### src/rtl/ram_write_ctrl_if.sv
// rtl/ram_write_ctrl_if.sv - camera byte stream in, line-buffer RAM write port out
interface ram_write_ctrl_if #(
  parameter int AW = 7
);
  logic          VSYNC;
  logic          Href;
  logic          pix_stb;
  logic [7:0]    data_in;
  logic [11:0]   wr_en;
  logic [AW-1:0] wr_addr;
  logic [7:0]    wr_data;
  logic [1:0]    wr_slot;
  logic          row_done;
  logic          ovf;

  modport master (
    output VSYNC, Href, pix_stb, data_in,
    input  wr_en, wr_addr, wr_data, wr_slot, row_done, ovf
  );

  modport slave (
    input  VSYNC, Href, pix_stb, data_in,
    output wr_en, wr_addr, wr_data, wr_slot, row_done, ovf
  );
endinterface

### src/rtl/ram_write_ctrl.sv
// rtl/ram_write_ctrl.sv - luma capture into 4 rotating row slots x 3 column-interleaved banks
module ram_write_ctrl #(
  parameter int ROW_LEN = 160,
  parameter int AW      = 7,
  parameter int Y_FIRST = 1
) (
  input logic            clk,
  input logic            rst,
  ram_write_ctrl_if.slave bus
);
  localparam int   CW         = $clog2(ROW_LEN + 1);
  localparam logic LUMA_PHASE = (Y_FIRST == 0) ? 1'b1 : 1'b0;

  typedef enum logic [1:0] {IDLE, WAIT_ROW, CAPTURE, ROW_END} state_t;

  state_t        state, state_n;
  logic          vsync_d, href_d;
  logic [CW-1:0] col, col_n;
  logic [1:0]    bank, bank_n;
  logic [AW-1:0] addr, addr_n;
  logic          phase, phase_n;
  logic [1:0]    slot_n;
  logic          ovf_n;
  logic [11:0]   wr_en_n;
  logic [AW-1:0] wr_addr_n;
  logic [7:0]    wr_data_n;
  logic          row_done_c;
  logic [3:0]    wr_idx;

  wire vsync_rise = bus.VSYNC & ~vsync_d;
  wire vsync_fall = ~bus.VSYNC & vsync_d;
  wire href_rise  = bus.Href & ~href_d;
  wire href_fall  = ~bus.Href & href_d;

  assign wr_idx       = {2'b00, bus.wr_slot} * 4'd3 + {2'b00, bank};
  assign bus.row_done = row_done_c;

  always_ff @(posedge clk) begin
    if (rst) begin
      state       <= IDLE;
      vsync_d     <= 1'b0;
      href_d      <= 1'b0;
      col         <= '0;
      bank        <= '0;
      addr        <= '0;
      phase       <= 1'b0;
      bus.wr_slot <= '0;
      bus.ovf     <= 1'b0;
      bus.wr_en   <= '0;
      bus.wr_addr <= '0;
      bus.wr_data <= '0;
    end else begin
      state       <= state_n;
      vsync_d     <= bus.VSYNC;
      href_d      <= bus.Href;
      col         <= col_n;
      bank        <= bank_n;
      addr        <= addr_n;
      phase       <= phase_n;
      bus.wr_slot <= slot_n;
      bus.ovf     <= ovf_n;
      bus.wr_en   <= wr_en_n;
      bus.wr_addr <= wr_addr_n;
      bus.wr_data <= wr_data_n;
    end
  end

  always_comb begin
    state_n    = state;
    col_n      = col;
    bank_n     = bank;
    addr_n     = addr;
    phase_n    = phase;
    slot_n     = bus.wr_slot;
    ovf_n      = bus.ovf;
    wr_en_n    = '0;
    wr_addr_n  = bus.wr_addr;
    wr_data_n  = bus.wr_data;
    row_done_c = 1'b0;

    // A frame restart discards whatever row is in flight.
    if (vsync_rise) begin
      state_n = IDLE;
    end else begin
      case (state)
        IDLE: begin
          if (vsync_fall) begin
            state_n = WAIT_ROW;
            slot_n  = '0;
            ovf_n   = 1'b0;
          end
        end
        WAIT_ROW: begin
          if (href_rise) begin
            state_n = CAPTURE;
            col_n   = '0;
            bank_n  = '0;
            addr_n  = '0;
            phase_n = 1'b0;
          end
        end
        CAPTURE: begin
          if (href_fall) begin
            state_n = ROW_END;
          end else if (bus.pix_stb && bus.Href) begin
            phase_n = ~phase;
            if (phase == LUMA_PHASE) begin
              if (col < CW'(ROW_LEN)) begin
                wr_en_n   = 12'b1 << wr_idx;
                wr_addr_n = addr;
                wr_data_n = bus.data_in;
                col_n     = col + CW'(1);
                // Bank 2 -> 0 moves to the next address triple.
                if (bank == 2'd2) begin
                  bank_n = '0;
                  addr_n = addr + AW'(1);
                end else begin
                  bank_n = bank + 2'd1;
                end
              end else begin
                ovf_n = 1'b1;
              end
            end
          end
        end
        ROW_END: begin
          state_n = WAIT_ROW;
          if (col != '0) begin
            row_done_c = 1'b1;
            slot_n     = bus.wr_slot + 2'd1;
          end
        end
        default: state_n = IDLE;
      endcase
    end
  end
endmodule

### src/flat_wrapper.sv
// flat-port wrapper written by rule: the top's interface ports become plain ports
module ram_write_ctrl_flat 
#(
  parameter int ROW_LEN = 160,
  parameter int AW      = 7,
  parameter int Y_FIRST = 1
)
  (clk, rst, bus_VSYNC, bus_Href, bus_pix_stb, bus_data_in, bus_wr_en, bus_wr_addr, bus_wr_data, bus_wr_slot, bus_row_done, bus_ovf);
  ram_write_ctrl_if #(.AW(AW)) bus_i ();
  input logic clk;
  input logic rst;
  input wire logic [$bits(bus_i.VSYNC)-1:0] bus_VSYNC;
  input wire logic [$bits(bus_i.Href)-1:0] bus_Href;
  input wire logic [$bits(bus_i.pix_stb)-1:0] bus_pix_stb;
  input wire logic [$bits(bus_i.data_in)-1:0] bus_data_in;
  output wire logic [$bits(bus_i.wr_en)-1:0] bus_wr_en;
  output wire logic [$bits(bus_i.wr_addr)-1:0] bus_wr_addr;
  output wire logic [$bits(bus_i.wr_data)-1:0] bus_wr_data;
  output wire logic [$bits(bus_i.wr_slot)-1:0] bus_wr_slot;
  output wire logic [$bits(bus_i.row_done)-1:0] bus_row_done;
  output wire logic [$bits(bus_i.ovf)-1:0] bus_ovf;
  assign bus_i.VSYNC = bus_VSYNC;
  assign bus_i.Href = bus_Href;
  assign bus_i.pix_stb = bus_pix_stb;
  assign bus_i.data_in = bus_data_in;
  assign bus_wr_en = bus_i.wr_en;
  assign bus_wr_addr = bus_i.wr_addr;
  assign bus_wr_data = bus_i.wr_data;
  assign bus_wr_slot = bus_i.wr_slot;
  assign bus_row_done = bus_i.row_done;
  assign bus_ovf = bus_i.ovf;
  ram_write_ctrl #(.ROW_LEN(ROW_LEN), .AW(AW), .Y_FIRST(Y_FIRST)) u_core (.clk(clk), .rst(rst), .bus(bus_i));
endmodule
### config.mk
export PLATFORM = sky130hd
export DESIGN_NAME = ram_write_ctrl_flat
export DESIGN_NICKNAME = d
export VERILOG_FILES = /design/src/rtl/ram_write_ctrl_if.sv /design/src/rtl/ram_write_ctrl.sv /design/src/flat_wrapper.sv
export SDC_FILE = /design/constraint.sdc
export NUM_CORES = 1
export LEC_CHECK = 0
export ABC_AREA = 1
export CAP_MARGIN = 40
export CORE_MARGIN = 5
export CORE_UTILIZATION = 40
export CTS_CLUSTER_DIAMETER = 60
export DETAILED_ROUTE_END_ITERATION = 16
export GPL_TIMING_DRIVEN = 0
export HOLD_SLACK_MARGIN = 0.15
export PLACE_DENSITY_LB_ADDON = 0.2
export SYNTH_ARGS = -nofsm -noshare
export SYNTH_HDL_FRONTEND = slang
export SYNTH_SLANG_ARGS = --single-unit
### constraint.sdc
create_clock -name clk -period 3.9 [get_ports clk]
set_clock_uncertainty 0.05 [all_clocks]
set_input_delay 0.585 -clock clk [delete_from_list [all_inputs] [get_ports clk]]
set_output_delay 0.585 -clock clk [all_outputs]
set_load 0.01 [all_outputs]
==> results of run 1 <==
## routing by layer
| metal | up-vias | share of wire | routed length (um) | GRT usage |
|---|---|---|---|---|
| li1 | 1238 | - | - | - |
| met1 | 1010 | 0.48 | 2680 | 0.178 |
| met2 | 46 | 0.45 | 2520 | 0.233 |
| met3 | 7 | 0.065 | 368 | 0.0476 |
| met4 | 0 | 0.011 | 60 | 0.0422 |
| met5 | - | 0 | 0 | 0 |
## logic make-up (layout without fill, tap and decap cells)
| family | count (synthesis) | after routing | share of synthesized area |
|---|---|---|---|
| AOI/OAI and AO/OA | 41 | 41 | 0.0858 |
| xor gates and xnor gates | 2 | 2 | 0.00686 |
| adders and majority gates | 12 | 12 | 0.0647 |
| buffers and inverters | 47 | 98 | 0.0823 |
| DFF | 52 | 52 | 0.408 |
| and+or+nand+nor | 209 | 209 | 0.352 |
## final timing paths
check	slack [ps]	start	to
worst max-delay path	1330	u_core.col[0]$_SDFFE_PP0P_	bus_row_done
worst min-delay path	450	u_core.bus.ovf$_SDFFE_PP0P_	u_core.bus.ovf$_SDFFE_PP0P_
worst max register to register	1770	u_core.bus.wr_slot[0]$_SDFFE_PP0P_	u_core.bus.wr_en[6]$_SDFF_PP0_
worst min register to register	450	u_core.bus.ovf$_SDFFE_PP0P_	u_core.bus.ovf$_SDFFE_PP0P_
## cells in the mapped netlist
| library cell | instances |
|---|---|
| a21boi_0 | 1 |
| a21oi_1 | 10 |
| a21oi_2 | 2 |
| buf_2 | 1 |
| buf_4 | 2 |
| buf_6 | 2 |
| clkbuf_1 | 3 |
| clkbuf_8 | 1 |
| clkinv_1 | 1 |
| dfxtp_1 | 52 |
| fa_1 | 2 |
| ha_1 | 10 |
| inv_1 | 36 |
| inv_2 | 1 |
| nand2_1 | 81 |
| nand2_2 | 3 |
| nand3_1 | 23 |
| nand3_2 | 2 |
| nand3b_1 | 1 |
| nand4_1 | 4 |
| nor2_1 | 79 |
| nor2_2 | 6 |
| nor2_4 | 3 |
| nor3_1 | 4 |
| nor3b_1 | 2 |
| o21ai_0 | 25 |
| o21ai_1 | 2 |
| o21ai_2 | 1 |
| or2_2 | 1 |
| xor2_1 | 2 |
## layout make-up
cell class / count / share of cell area
flip-flops and latches: 52 / 0.326
well taps: 77 / 0.0302
inverters: 38 / 0.0447
repair buffers: 43 / 0.135
plain buffers: 9 / 0.0212
multi-input cells: 264 / 0.407
clock inverters: 3 / 0.0145
clock buffers: 5 / 0.0215
## registers in the layout (all words and copies together), names as in the netlist
register,flops
u_core.addr,7
u_core.bus.wr_addr,7
u_core.state,2
u_core.bus.wr_en,12
u_core.href_d,1
u_core.bus.ovf,1
u_core.col,8
u_core.bank,2
u_core.bus.wr_slot,2
u_core.phase,1
u_core.vsync_d,1
u_core.bus.wr_data,8
## critical path, delay by kind of cell, from the launching register on
kind	cells	cell delay, ps
adder cells (fa/ha/maj)	1	200
buffers and inverters	2	620
flip-flops	1	410
AND/OR/NAND/NOR	4	390
## cell usage in the layout (no fill, tap or decap), types with 2 or more instances in the layout
cell	Yosys	final
a21oi_2	2	2
nor2_2	6	6
ha_1	10	10
nor3_1	4	4
nand2_1	81	81
buf_6	2	2
clkdlybuf4s50_1	0	43
o21ai_0	25	25
nand3_1	23	23
buf_4	2	2
clkbuf_1	3	3
nand4_1	4	4
inv_1	36	36
fa_1	2	2
a21oi_1	10	10
o21ai_1	2	2
nor2_4	3	3
clkbuf_8	1	6
nand2_2	3	3
nor3b_1	2	2
dfxtp_1	52	52
nor2_1	79	79
xor2_1	2	2
nand3_2	2	2
## stage by stage
stage | instance area, sq um | hold slack (ps)
after detailed placement | 3080 | 433
after floorplan | 2550 | 408
after CTS | 3190 | 455
after global placement | 3080 | 427
after global routing | 3190 | 487
final | 3190 | 449
## power by group
group          internal (mW)  total [mW]  switching [mW]
clock network          0.194       0.383           0.189
logic                 0.0966       0.244           0.147
registers              0.551       0.571          0.0197
==> out/results.txt, run 1 <==
Status - finished clean
Slowest-stage cell, CP - clkdlybuf4s50_1
Dpl cells - 483
Critical Path Start Type - flip-flop
Pwr/cell area - 375 nW/um^2
Die Width - 89.9 um
Antenna cell count - 0
Setup Slack @ Placement - 1410 ps
Cts repair resizes - 0
WS Path Type - flip-flop to primary output
Final period util - 0.659
Total of max-cap violations - 0
YS warnings - 0
Area of the multi-input gates - 1300 sq um
Fmax - 389 MHz
Syn Std Cell Area - 2550 sq um
FF-to-FF path depth - 6
Share of layout cells above drive strength 1 - 0.0797
Largest net degree at the start of global routing - 18
Register area - 1040 sq um
CTS tree - yes
Die area - 8080 sq um
Pwr Total - 1.20 mW
Hpwl dp - 4280 um
CTS sink count - 52
P_leak - 1.30 nW
Vias in the first global route - 2,178
Setup total negative slack - 0 ps
CTS Buf Count - 5
Gr ovfl total - 0
Initial Util - 0.407
Hold Path Depth - 2
Final WL - 5630 um
Most frequent CP cell - nand2_1
HP Class - flip-flop to flip-flop
Avg Inst Size Synth - 7.03 sq um
Slew HR - 0.593
Largest cells by area after synthesis - dfxtp_1 41%, nand2_1 12%, nor2_1 12%, inv_1 5.3%, ha_1 4.9%
Synth unique cells - 30
Row cnt - 29
CP cell instances - inv_1 > ha_1 > nor3b_1 > nand2_1 > nand2_1 > nor2_1 > clkdlybuf4s50_1
# Post-CTS Setup Buffers - 0
Synth Instances - 363
Clock Path Buffers - 2
# hold bufs at CTS - 0
Top cell type's share of synthesized area - 0.408
VDD IR max - 0.000185 V
Vias/cell - 4.69
DRT iter0 DRCs - 73
Clock Root Buffer - clkbuf_8
Register area share after synthesis - 0.408
Final #Nets - 438
Setup ws final - 1330 ps
WP data arrival - 1940 ps
Initial antenna violation count - 0
Final-report hold violation count - 0
First drt pass iteration count - 4
Final min period - 2570 ps
Max Transition Viols Final - 0
Die Y - 89.9 um
Critical Path Max Stage Delay - 540 ps
#FFs+latches synth - 52
Final non-filler cell total - 491
Area growth syn-to-layout - 25.1%
Final design utilization - 0.509
CP Max Fanout - 5
First-pass GRT wire length - 9830 um
Yosys top cell by area - dfxtp_1
GRT Util Overall - 0.142
Syn_nets - 388
DR vias - 2,301
FILL cells - 644
Routed wire per std cell - 11.5 um
H-tree Lvls - 2
Worst-skew pair later-pin latency - 300 ps
# setup viols final - 0
Worst-Margin Slew - 610 ps
Worst-path clk slew - 100 ps
RSZ-0062 raised after global routing - no
ANT nets after route - 0
CORE AREA - 6280 sq um
Number of I/O port buffers - 43
Setup crit end kind - primary output
Ports - 44
Data required, critical path - 3260 ps
DRC viols - 0
RePlAce Congestion - 0.804
Power figures use the tool's default switching activity.
==> inputs of run 2 (changes only) <==
==> constraint.sdc (replaced) <==
create_clock -name clk -period 2.1 [get_ports clk]
set_clock_uncertainty 0.05 [all_clocks]
set_input_delay 0.315 -clock clk [delete_from_list [all_inputs] [get_ports clk]]
set_output_delay 0.315 -clock clk [all_outputs]
set_load 0.01 [all_outputs]
==> run 2 against run 1 <==
  * Highest routed layer unchanged
  * Wire length is 0.30% higher
  * Setup slack got worse by 1300 ps
  * First-iteration DRC count is the same
  * Clock power rose by 86%
  * Largest power group unchanged
  * Die area is the same
  * Clock-buffer cell count unchanged
  * Global-route usage about the same
  * Worst hold slack about the same
  * Total power grew 87%
  * Sequential share of layout area up 0.058 points
  * Flip-flop and latch count unchanged
  * Critical path depth fell by 1
==> out/results.txt, run 2 (same netlist as run 1, synthesis figures left out) <==
CTS sink count - 52
CORE AREA - 6280 sq um
Critical Path Max Stage Delay - 560 ps
Initial antenna violation count - 0
Die area - 8080 sq um
Setup Slack @ Placement - -28.0 ps
Routed wire per std cell - 11.5 um
WP data arrival - 2250 ps
Vias/cell - 4.70
Setup ws final - 3.23 ps
CTS tree - yes
Clock Path Buffers - 2
DRT iter0 DRCs - 73
Worst-path clk slew - 100 ps
Largest Register - u_core.bus.wr_en
Cell area after placement - 3080 sq um
GRT Util Overall - 0.143
Worst-skew pair later-pin latency - 300 ps
P_leak - 1.31 nW
Most frequent cells in the layout - 81 x nand2_1, 79 x nor2_1, 48 x dfxtp_1
RePlAce Congestion - 0.804
Setup crit end kind - flip-flop
DRC viols - 0
Number of I/O port buffers - 43
Max Transition Viols Final - 0
Final #Nets - 438
Final-report hold violation count - 0
Area growth syn-to-layout - 26.1%
Total of max-cap violations - 0
HP Class - flip-flop to flip-flop
Pwr/cell area - 694 nW/um^2
Slew HR - 0.587
# Post-CTS Setup Buffers - 0
Die Y - 89.9 um
Hpwl dp - 4280 um
Final WL - 5650 um
# setup viols final - 0
Final design utilization - 0.513
CP cell instances - fa_1 > ha_2 > inv_2 > fa_2 > nand3b_1 > nor2_1
Share of layout cells above drive strength 1 - 0.0990
DR vias - 2,310
Slowest-stage cell, CP - fa_2
Critical Path Start Type - flip-flop
Die Width - 89.9 um
VDD IR max - 0.000346 V
Largest net degree at the start of global routing - 18
Hold Path Depth - 2
Final min period - 2100 ps
Worst-Margin Slew - 620 ps
Clock Root Buffer - clkbuf_8
Most common cell after layout, fill and taps aside - nand2_1
Final instance area - 3220 sq um
R2R Path Start - u_core.bus.wr_slot[0]$_SDFFE_PP0P_
# hold bufs at CTS - 0
FF-to-FF path depth - 6
H-tree Lvls - 2
Vias in the first global route - 2,176
Biggest regs - u_core.bus.wr_en x12, u_core.bus.wr_data x8, u_core.col x8
Ports - 44
First-pass GRT wire length - 9840 um
ANT nets after route - 0
Antenna cell count - 0
Gr ovfl total - 0
RSZ-0062 raised after global routing - yes
Row cnt - 29
First drt pass iteration count - 4
WS Path Type - flip-flop to flip-flop
Data required, critical path - 2250 ps
CTS Buf Count - 5
Max FFs per register - 12
Final period util - 0.998
Status - finished clean
CP Max Fanout - 6
Fmax - 477 MHz
Initial Util - 0.407
Hold path startpoint - u_core.bus.ovf$_SDFFE_PP0P_
CP Launch Point - u_core.bus.wr_slot[0]$_SDFFE_PP0P_
-- run 2: changes by cell type in the layout (fill, tap and decap cells not counted), sizes merged --
cell / before / now
dlygate4sd2: 0 / 1
clkdlybuf4s50: 43 / 42
-- run 2: area by class of cell --
cell class	count	area [sq um]
fill	642	3060
multi-input combinational	264	1320
sequential	52	1050
timing repair buffer	43	429
inverter	38	143
tap	77	96.3
clock buffer	5	68.8
buffer	9	67.6
clock inverter	3	46.3
-- run 2: power by group --
| part | switching, mW | leakage (nW) | internal (mW) |
|---|---|---|---|
| Combinational | 0.276 | 0.836 | 0.188 |
| Sequential | 0.0364 | 0.423 | 1.02 |
| Clock | 0.351 | 0.0548 | 0.360 |
| Total | 0.664 | 1.31 | 1.57 |
-- run 2: metal layers --
layer,GRT usage,vias to the layer above,routed length (um)
li1,-,1238,-
met1,0.178,1022,2690
met2,0.233,43,2530
met3,0.0476,7,369
met4,0.0422,0,60
met5,0,-,0
-- run 2: final timing paths --
check / to / slack [ps]
setup / recovery: u_core.bus.wr_en[7]$_SDFF_PP0_ / 3
setup reg to reg: u_core.bus.wr_en[7]$_SDFF_PP0_ / 3
hold reg to reg: u_core.bus.ovf$_SDFFE_PP0P_ / 450
hold / removal: u_core.bus.ovf$_SDFFE_PP0P_ / 450
-- run 2: per-stage QoR --
stage                     hold slack (ps)  instances  power (mW)  setup TNS, ps
after floorplan                       400        363        1.41              0
after global placement                427        483        1.53          -14.8
after detailed placement              433        483        1.54          -92.6
after CTS                             455        491        2.26              0
after global routing                  490        491        2.37           -469
final                                 449        491        2.24              0
-- run 2: critical path: cells and delay by family (launching register included) --
kind,cells,cell delay (ps)
adder cells (fa/ha/maj),3,1280
flip-flops,1,380
AND/OR/NAND/NOR,2,250
buffers and inverters,1,40
-- run 2: repair_timing --
action                     CTS  global route
gates cloned                 0             0
setup endpoints to repair    5            13
pin swaps                    0             8
resized for setup            5             7
==> inputs of run 3 (changes only) <==
--- a/config.mk
+++ b/config.mk
@@ -7,6 +7,7 @@
 export LEC_CHECK = 0
 export ABC_AREA = 1
 export CAP_MARGIN = 40
+export CORE_ASPECT_RATIO = 1.5
 export CORE_MARGIN = 5
 export CORE_UTILIZATION = 40
 export CTS_CLUSTER_DIAMETER = 60
@@ -14,6 +15,7 @@
 export GPL_TIMING_DRIVEN = 0
 export HOLD_SLACK_MARGIN = 0.15
 export PLACE_DENSITY_LB_ADDON = 0.2
+export SKIP_CTS_REPAIR_TIMING = 1
 export SYNTH_ARGS = -nofsm -noshare
 export SYNTH_HDL_FRONTEND = slang
 export SYNTH_SLANG_ARGS = --single-unit
==> constraint.sdc (replaced) <==
create_clock -name clk -period 2.5 [get_ports clk]
set_clock_uncertainty 0.05 [all_clocks]
set_input_delay 0.375 -clock clk [delete_from_list [all_inputs] [get_ports clk]]
set_output_delay 0.375 -clock clk [all_outputs]
set_load 0.01 [all_outputs]
==> run 3 against run 2 <==
  * Clock power decreased by 30%
  * Highest routed layer unchanged
  * Global-route usage increased by 0.99 points
  * Die area increased by 0.41%
  * Utilization increased by 0.12 points
  * Register-to-register slack improved by 320 ps
  * Total power decreased by 20%
==> out/results.txt, run 3 (same netlist as run 1, synthesis figures left out) <==
Status - finished clean
CORE AREA - 6170 sq um
Slowest-stage cell, CP - clkdlybuf4s50_1
Area growth syn-to-layout - 24.4%
ANT nets after route - 0
Worst-path clk slew - 90 ps
Fin Hold WS - 444 ps
Initial Util - 0.413
Number of I/O port buffers - 43
Vias in the first global route - 2,244
Routed wire per std cell - 11.9 um
VDD IR max - 0.000405 V
Max Transition Viols Final - 0
First drt pass iteration count - 4
Buf/Inv on CP - 2
CTS tree - yes
Antenna cell count - 0
Ports - 44
Largest net degree at the start of global routing - 16
DRC viols - 0
CTS Buf Count - 5
Final WL - 5810 um
GRT Util Overall - 0.152
Die Width - 75.2 um
Most frequent cells in the layout - 81 x nand2_1, 79 x nor2_1, 52 x dfxtp_1
Most frequent CP cell - nand2_1
Setup ws final - 115 ps
Data required, critical path - 2080 ps
Critical Path Max Stage Delay - 540 ps
CP delay by family, top - buffers and inverters
Clock Root Buffer - clkbuf_8
Clock Path Buffers - 2
Pwr Total - 1.78 mW
Max FFs per register - 12
Slew HR - 0.602
Setup crit end kind - primary output
Final #Nets - 438
Initial antenna violation count - 0
Final min period - 2390 ps
WP data arrival - 1960 ps
Setup total negative slack - 0 ps
Row cnt - 35
RePlAce Congestion - 0.832
First-pass GRT wire length - 9600 um
CP Max Fanout - 5
Worst-Margin Slew - 596 ps
Hpwl dp - 4470 um
Worst-skew pair later-pin latency - 310 ps
FILL cells - 598
HP Class - flip-flop to flip-flop
DR vias - 2,341
P_leak - 1.30 nW
H-tree Lvls - 2
WS Path Type - flip-flop to primary output
Pwr/cell area - 561 nW/um^2
CTS sink count - 52
Total of max-cap violations - 0
Final-report hold violation count - 0
CP cell instances - inv_1 > ha_1 > nor3b_2 > nand2_1 > nand2_1 > nor2_1 > clkdlybuf4s50_1
Share of layout cells above drive strength 1 - 0.0797
Vias/cell - 4.80
Die area - 8110 sq um
Largest Register - u_core.bus.wr_en
Gr ovfl total - 0
Most common cell after layout, fill and taps aside - nand2_1
Final non-filler cell total - 488
DRT iter0 DRCs - 84
Fmax - 419 MHz
Setup Slack @ Placement - 309 ps
Dpl cells - 480
# setup viols final - 0
Final period util - 0.954
Die Y - 108 um
Critical Path Start Type - flip-flop
Biggest regs - u_core.bus.wr_en x12, u_core.bus.wr_data x8, u_core.col x8
[run 3: path summary, 6_finish.rpt]
path                                                         start                              to  slack (ps)  depth (start not counted)
worst max-delay path                    u_core.col[0]$_SDFFE_PP0P_                    bus_row_done         110                          7
worst max register to register  u_core.bus.wr_slot[0]$_SDFFE_PP0P_  u_core.bus.wr_en[4]$_SDFF_PP0_         320                          6
worst min-delay path                   u_core.bus.ovf$_SDFFE_PP0P_     u_core.bus.ovf$_SDFFE_PP0P_         440                          2
worst min register to register         u_core.bus.ovf$_SDFFE_PP0P_     u_core.bus.ovf$_SDFFE_PP0P_         440                          2
[run 3: metal layers]
metal	track usage	part of all wire	vias to the layer above
li1	-	-	1234
met1	0.157	0.40	1058
met2	0.279	0.53	42
met3	0.0439	0.050	7
met4	0.0600	0.014	0
met5	0	0	-
[run 3: power breakdown]
| part | switching (mW) | leakage [nW] | internal [mW] | total [mW] |
|---|---|---|---|---|
| Clock | 0.276 | 0.0445 | 0.226 | 0.501 |
| Combinational | 0.235 | 0.831 | 0.152 | 0.387 |
| Sequential | 0.0318 | 0.420 | 0.860 | 0.892 |
| Total | 0.543 | 1.30 | 1.24 | 1.78 |
[run 3: through the flow]
step	util	area [sq um]
after global placement	0.498	3080
after CTS	0.513	3170
final	0.514	3170
after floorplan	-	2550
after detailed placement	0.498	3080
after global routing	0.514	3170
[run 3: worst register-to-register path, cell delays in order (launching register included)]
cell and delay (ps):
dfxtp_1 480, fa_1 450, ha_1 210, inv_1 60
fa_1 460, nand3b_1 270, nor2_1 130
[run 3: final cells by class]
| class | count | area (sq um) | share of cell area |
|---|---|---|---|
| well taps | 74 | 92.6 | 0.0292 |
| plain buffers | 9 | 67.6 | 0.0213 |
| multi-input cells | 264 | 1310 | 0.412 |
| clock buffers | 7 | 86.3 | 0.0272 |
| clock inverters | 1 | 7.51 | 0.00237 |
| flip-flops and latches | 52 | 1040 | 0.328 |
| inverters | 38 | 143 | 0.0449 |
| repair buffers | 43 | 430 | 0.136 |
==> RTL edit, RTL diff (settings of run 1) <==
`AW` is set to 7 in 3 places; all go to 6.
--- a/src/rtl/ram_write_ctrl_if.sv
+++ b/src/rtl/ram_write_ctrl_if.sv
@@ -1,5 +1,5 @@
 // rtl/ram_write_ctrl_if.sv - camera byte stream in, line-buffer RAM write port out
 interface ram_write_ctrl_if #(
-  parameter int AW = 7
+  parameter int AW = 6
 );
   logic          VSYNC;
--- a/src/rtl/ram_write_ctrl.sv
+++ b/src/rtl/ram_write_ctrl.sv
@@ -2,5 +2,5 @@
 module ram_write_ctrl #(
   parameter int ROW_LEN = 160,
-  parameter int AW      = 7,
+  parameter int AW      = 6,
   parameter int Y_FIRST = 1
 ) (
--- a/src/flat_wrapper.sv
+++ b/src/flat_wrapper.sv
@@ -3,5 +3,5 @@
 #(
   parameter int ROW_LEN = 160,
-  parameter int AW      = 7,
+  parameter int AW      = 6,
   parameter int Y_FIRST = 1
 )
Interface: changed (resized bus_wr_addr); port bits go from 44 to 43. The function was not compared with the original's and may differ.
==> RTL edit against run 1 <==
- synthesized area is 2.3% lower
- cell area is 2.6% lower
- non-clock buffer count is 2 lower
- via count is 0.30% lower
- worst setup slack better by 3.7 ps
- global-route usage is 1.1 points higher
- clock power is 4% lower
- register-to-register slack worse by 110 ps
- routed wire length is 2.1% lower
- sequential cell count is 2 lower
- total power is 1.2% lower
- highest routed layer unchanged
==> RTL edit: results (changes against run 1) <==
| Metric | Value |
|---|---|
| Status | `completed (unchanged)` |
| Initial antenna violation count | `0 (unchanged)` |
| Min-delay worst type | `flip-flop to flip-flop (unchanged)` |
| Clk_lat worst skew | `~310 ps` |
| Post-DP HPWL | `4100 microns (was 4280 microns)` |
| Reg-to-reg critical path endpoint | `u_core.bus.wr_en[6] (unchanged)` |
| Dominant synthesized flop cell | `dfxtp_1 (unchanged)` |
| Max Buffers Root-to-Sink | `2 (unchanged)` |
| R2R depth | `7 (was 6)` |
| ANT cells | `0 (unchanged)` |
| Post-route setup slack | `1330 ps (about the same)` |
| Layout net count | `426 (was 438)` |
| First-pass GRT wire length | `9660 microns (was 9830 microns)` |
| Vias | `2294 (was 2301)` |
| WHS | `399 ps (was 449 ps)` |
| Biggest regs | `u_core.bus.wr_en: 12 flops, u_core.bus.wr_data: 8 flops, u_core.col: 8 flops (unchanged)` |
| Leakage power | `0.00127 uW (was 0.00130 uW)` |
| Yosys cell types | `29 (was 30)` |
| R2R Path Start | `u_core.bus.wr_slot[0] (unchanged)` |
| CP Max Fanout | `5 (unchanged)` |
| Largest cells by area after synthesis | `dfxtp_1 40%, nand2_1 12%, nor2_1 12%, inv_1 5.7%, ha_1 5.0% (was dfxtp_1 41%, nand2_1 12%, nor2_1 12%, inv_1 5.3%, ha_1 4.9%)` |
| Ratio of cells with drive above 1 in the final layout | `7.96% (was 7.97%)` |
| Setup bufs post-CTS | `0 (unchanged)` |
| Critical Path End | `bus_row_done (unchanged)` |
| Largest net degree at the start of global routing | `17 (was 18)` |
| Fill count | `602 (was 644)` |
| Drt pass-1 iters | `4 (unchanged)` |
| Slew @ Worst Pin | `421 ps (was 610 ps)` |
| Port Buffers | `41 (was 43)` |
| CTS H-tree depth | `2 (unchanged)` |
| Post-cts resize count | `0 (unchanged)` |
| Arr. time, crit path | `around 1900 ps` |
| Seq/Total Area, Yosys | `40.1% (was 40.8%)` |
| Place WS | `1370 ps (was 1410 ps)` |
| Num CTS Buffers | `5 (unchanged)` |
| Post-synth ARST share | `0% (unchanged)` |
| Synthesized Nets | `378 (was 388)` |
| Clk pin slew, worst setup/hold paths | `90 ps` |
| Yosys warning total | `0 (unchanged)` |
| Flop2flop setup slack | `1660 ps (was 1770 ps)` |
| GPL Wtd Cong | `0.831 (was 0.804)` |
| DR iter-0 viols | `137 (was 73)` |
| Tot GR Track Use | `15.4% (was 14.2%)` |
| Worst setup path start | `u_core.col[0] (unchanged)` |
| IR drop worst, VDD | `180 uV (was 185 uV)` |
| Most frequent cells after synthesis | `77 x nand2_1, 77 x nor2_1, 50 x dfxtp_1 (was 81 x nand2_1, 79 x nor2_1, 52 x dfxtp_1)` |
| Routed length per placed instance | `11.6 microns (was 11.5 microns)` |
| Setup tns final | `0 ps (unchanged)` |
| Vias in the first global route | `2177 (was 2178)` |
| Root buffer cell | `clkbuf_8 (unchanged)` |
## RTL edit: cell type report
cell class,instances,area [sq um],area share (%)
buffer,9,63.8,2.05
clock buffer,5,68.8,2.21
clock inverter,3,43.8,1.41
inverter,39,149,4.78
multi-input combinational,255,1280,41.2
sequential,50,1000,32.2
tap,75,93.8,3.02
timing repair buffer,41,410,13.2
## RTL edit: logic make-up after synthesis
| family | share of synthesized area (%) |
|---|---|
| flops | 40.1 |
| buf+inv | 8.53 |
| simple gates | 36.6 |
| compound gates | 8.17 |
| fa+ha+maj | 6.62 |
## RTL edit: stage by stage
step                area (sq um)  std cells
global placement            3000        469
detailed placement          3000        469
CTS                         3110        477
finish                      3110        477
global route                3110        477
floorplan                   2490        353
## RTL edit: worst max-delay path, cell delays in order (launching register included)
cell,delay [ps]
dfxtp_1,400
inv_1,80
ha_1,200
nor3b_1,160
nand2_1,90
nand2_1,60
nor2_1,100
clkdlybuf4s50_1,550
## RTL edit: worst min-delay path by stage
stage | start | end | depth (start not counted)
floorplan | u_core.addr[5] | u_core.addr[5] | 2
global route | u_core.bus.ovf | u_core.bus.ovf | 2
finish | u_core.bus.ovf | u_core.bus.ovf | 2
CTS | u_core.bus.ovf | u_core.bus.ovf | 2
global placement | u_core.bus.ovf | u_core.bus.ovf | 2
detailed placement | u_core.bus.ovf | u_core.bus.ovf | 2
## RTL edit: where the power goes
part / internal (uW) / switching, uW
clock: 192 / 176
sequential: 534 / 22.8
combinational: 99.5 / 158
## RTL edit: routing by layer
| layer | global-route usage, % | vias up | routed length [microns] |
|---|---|---|---|
| li1 | - | 1210 | - |
| met1 | 20.0 | 1022 | 2610 |
| met2 | 25.8 | 52 | 2480 |
| met3 | 2.30 | 10 | 345 |
| met4 | 5.95 | 0 | 79 |
| met5 | 0 | - | 0 |
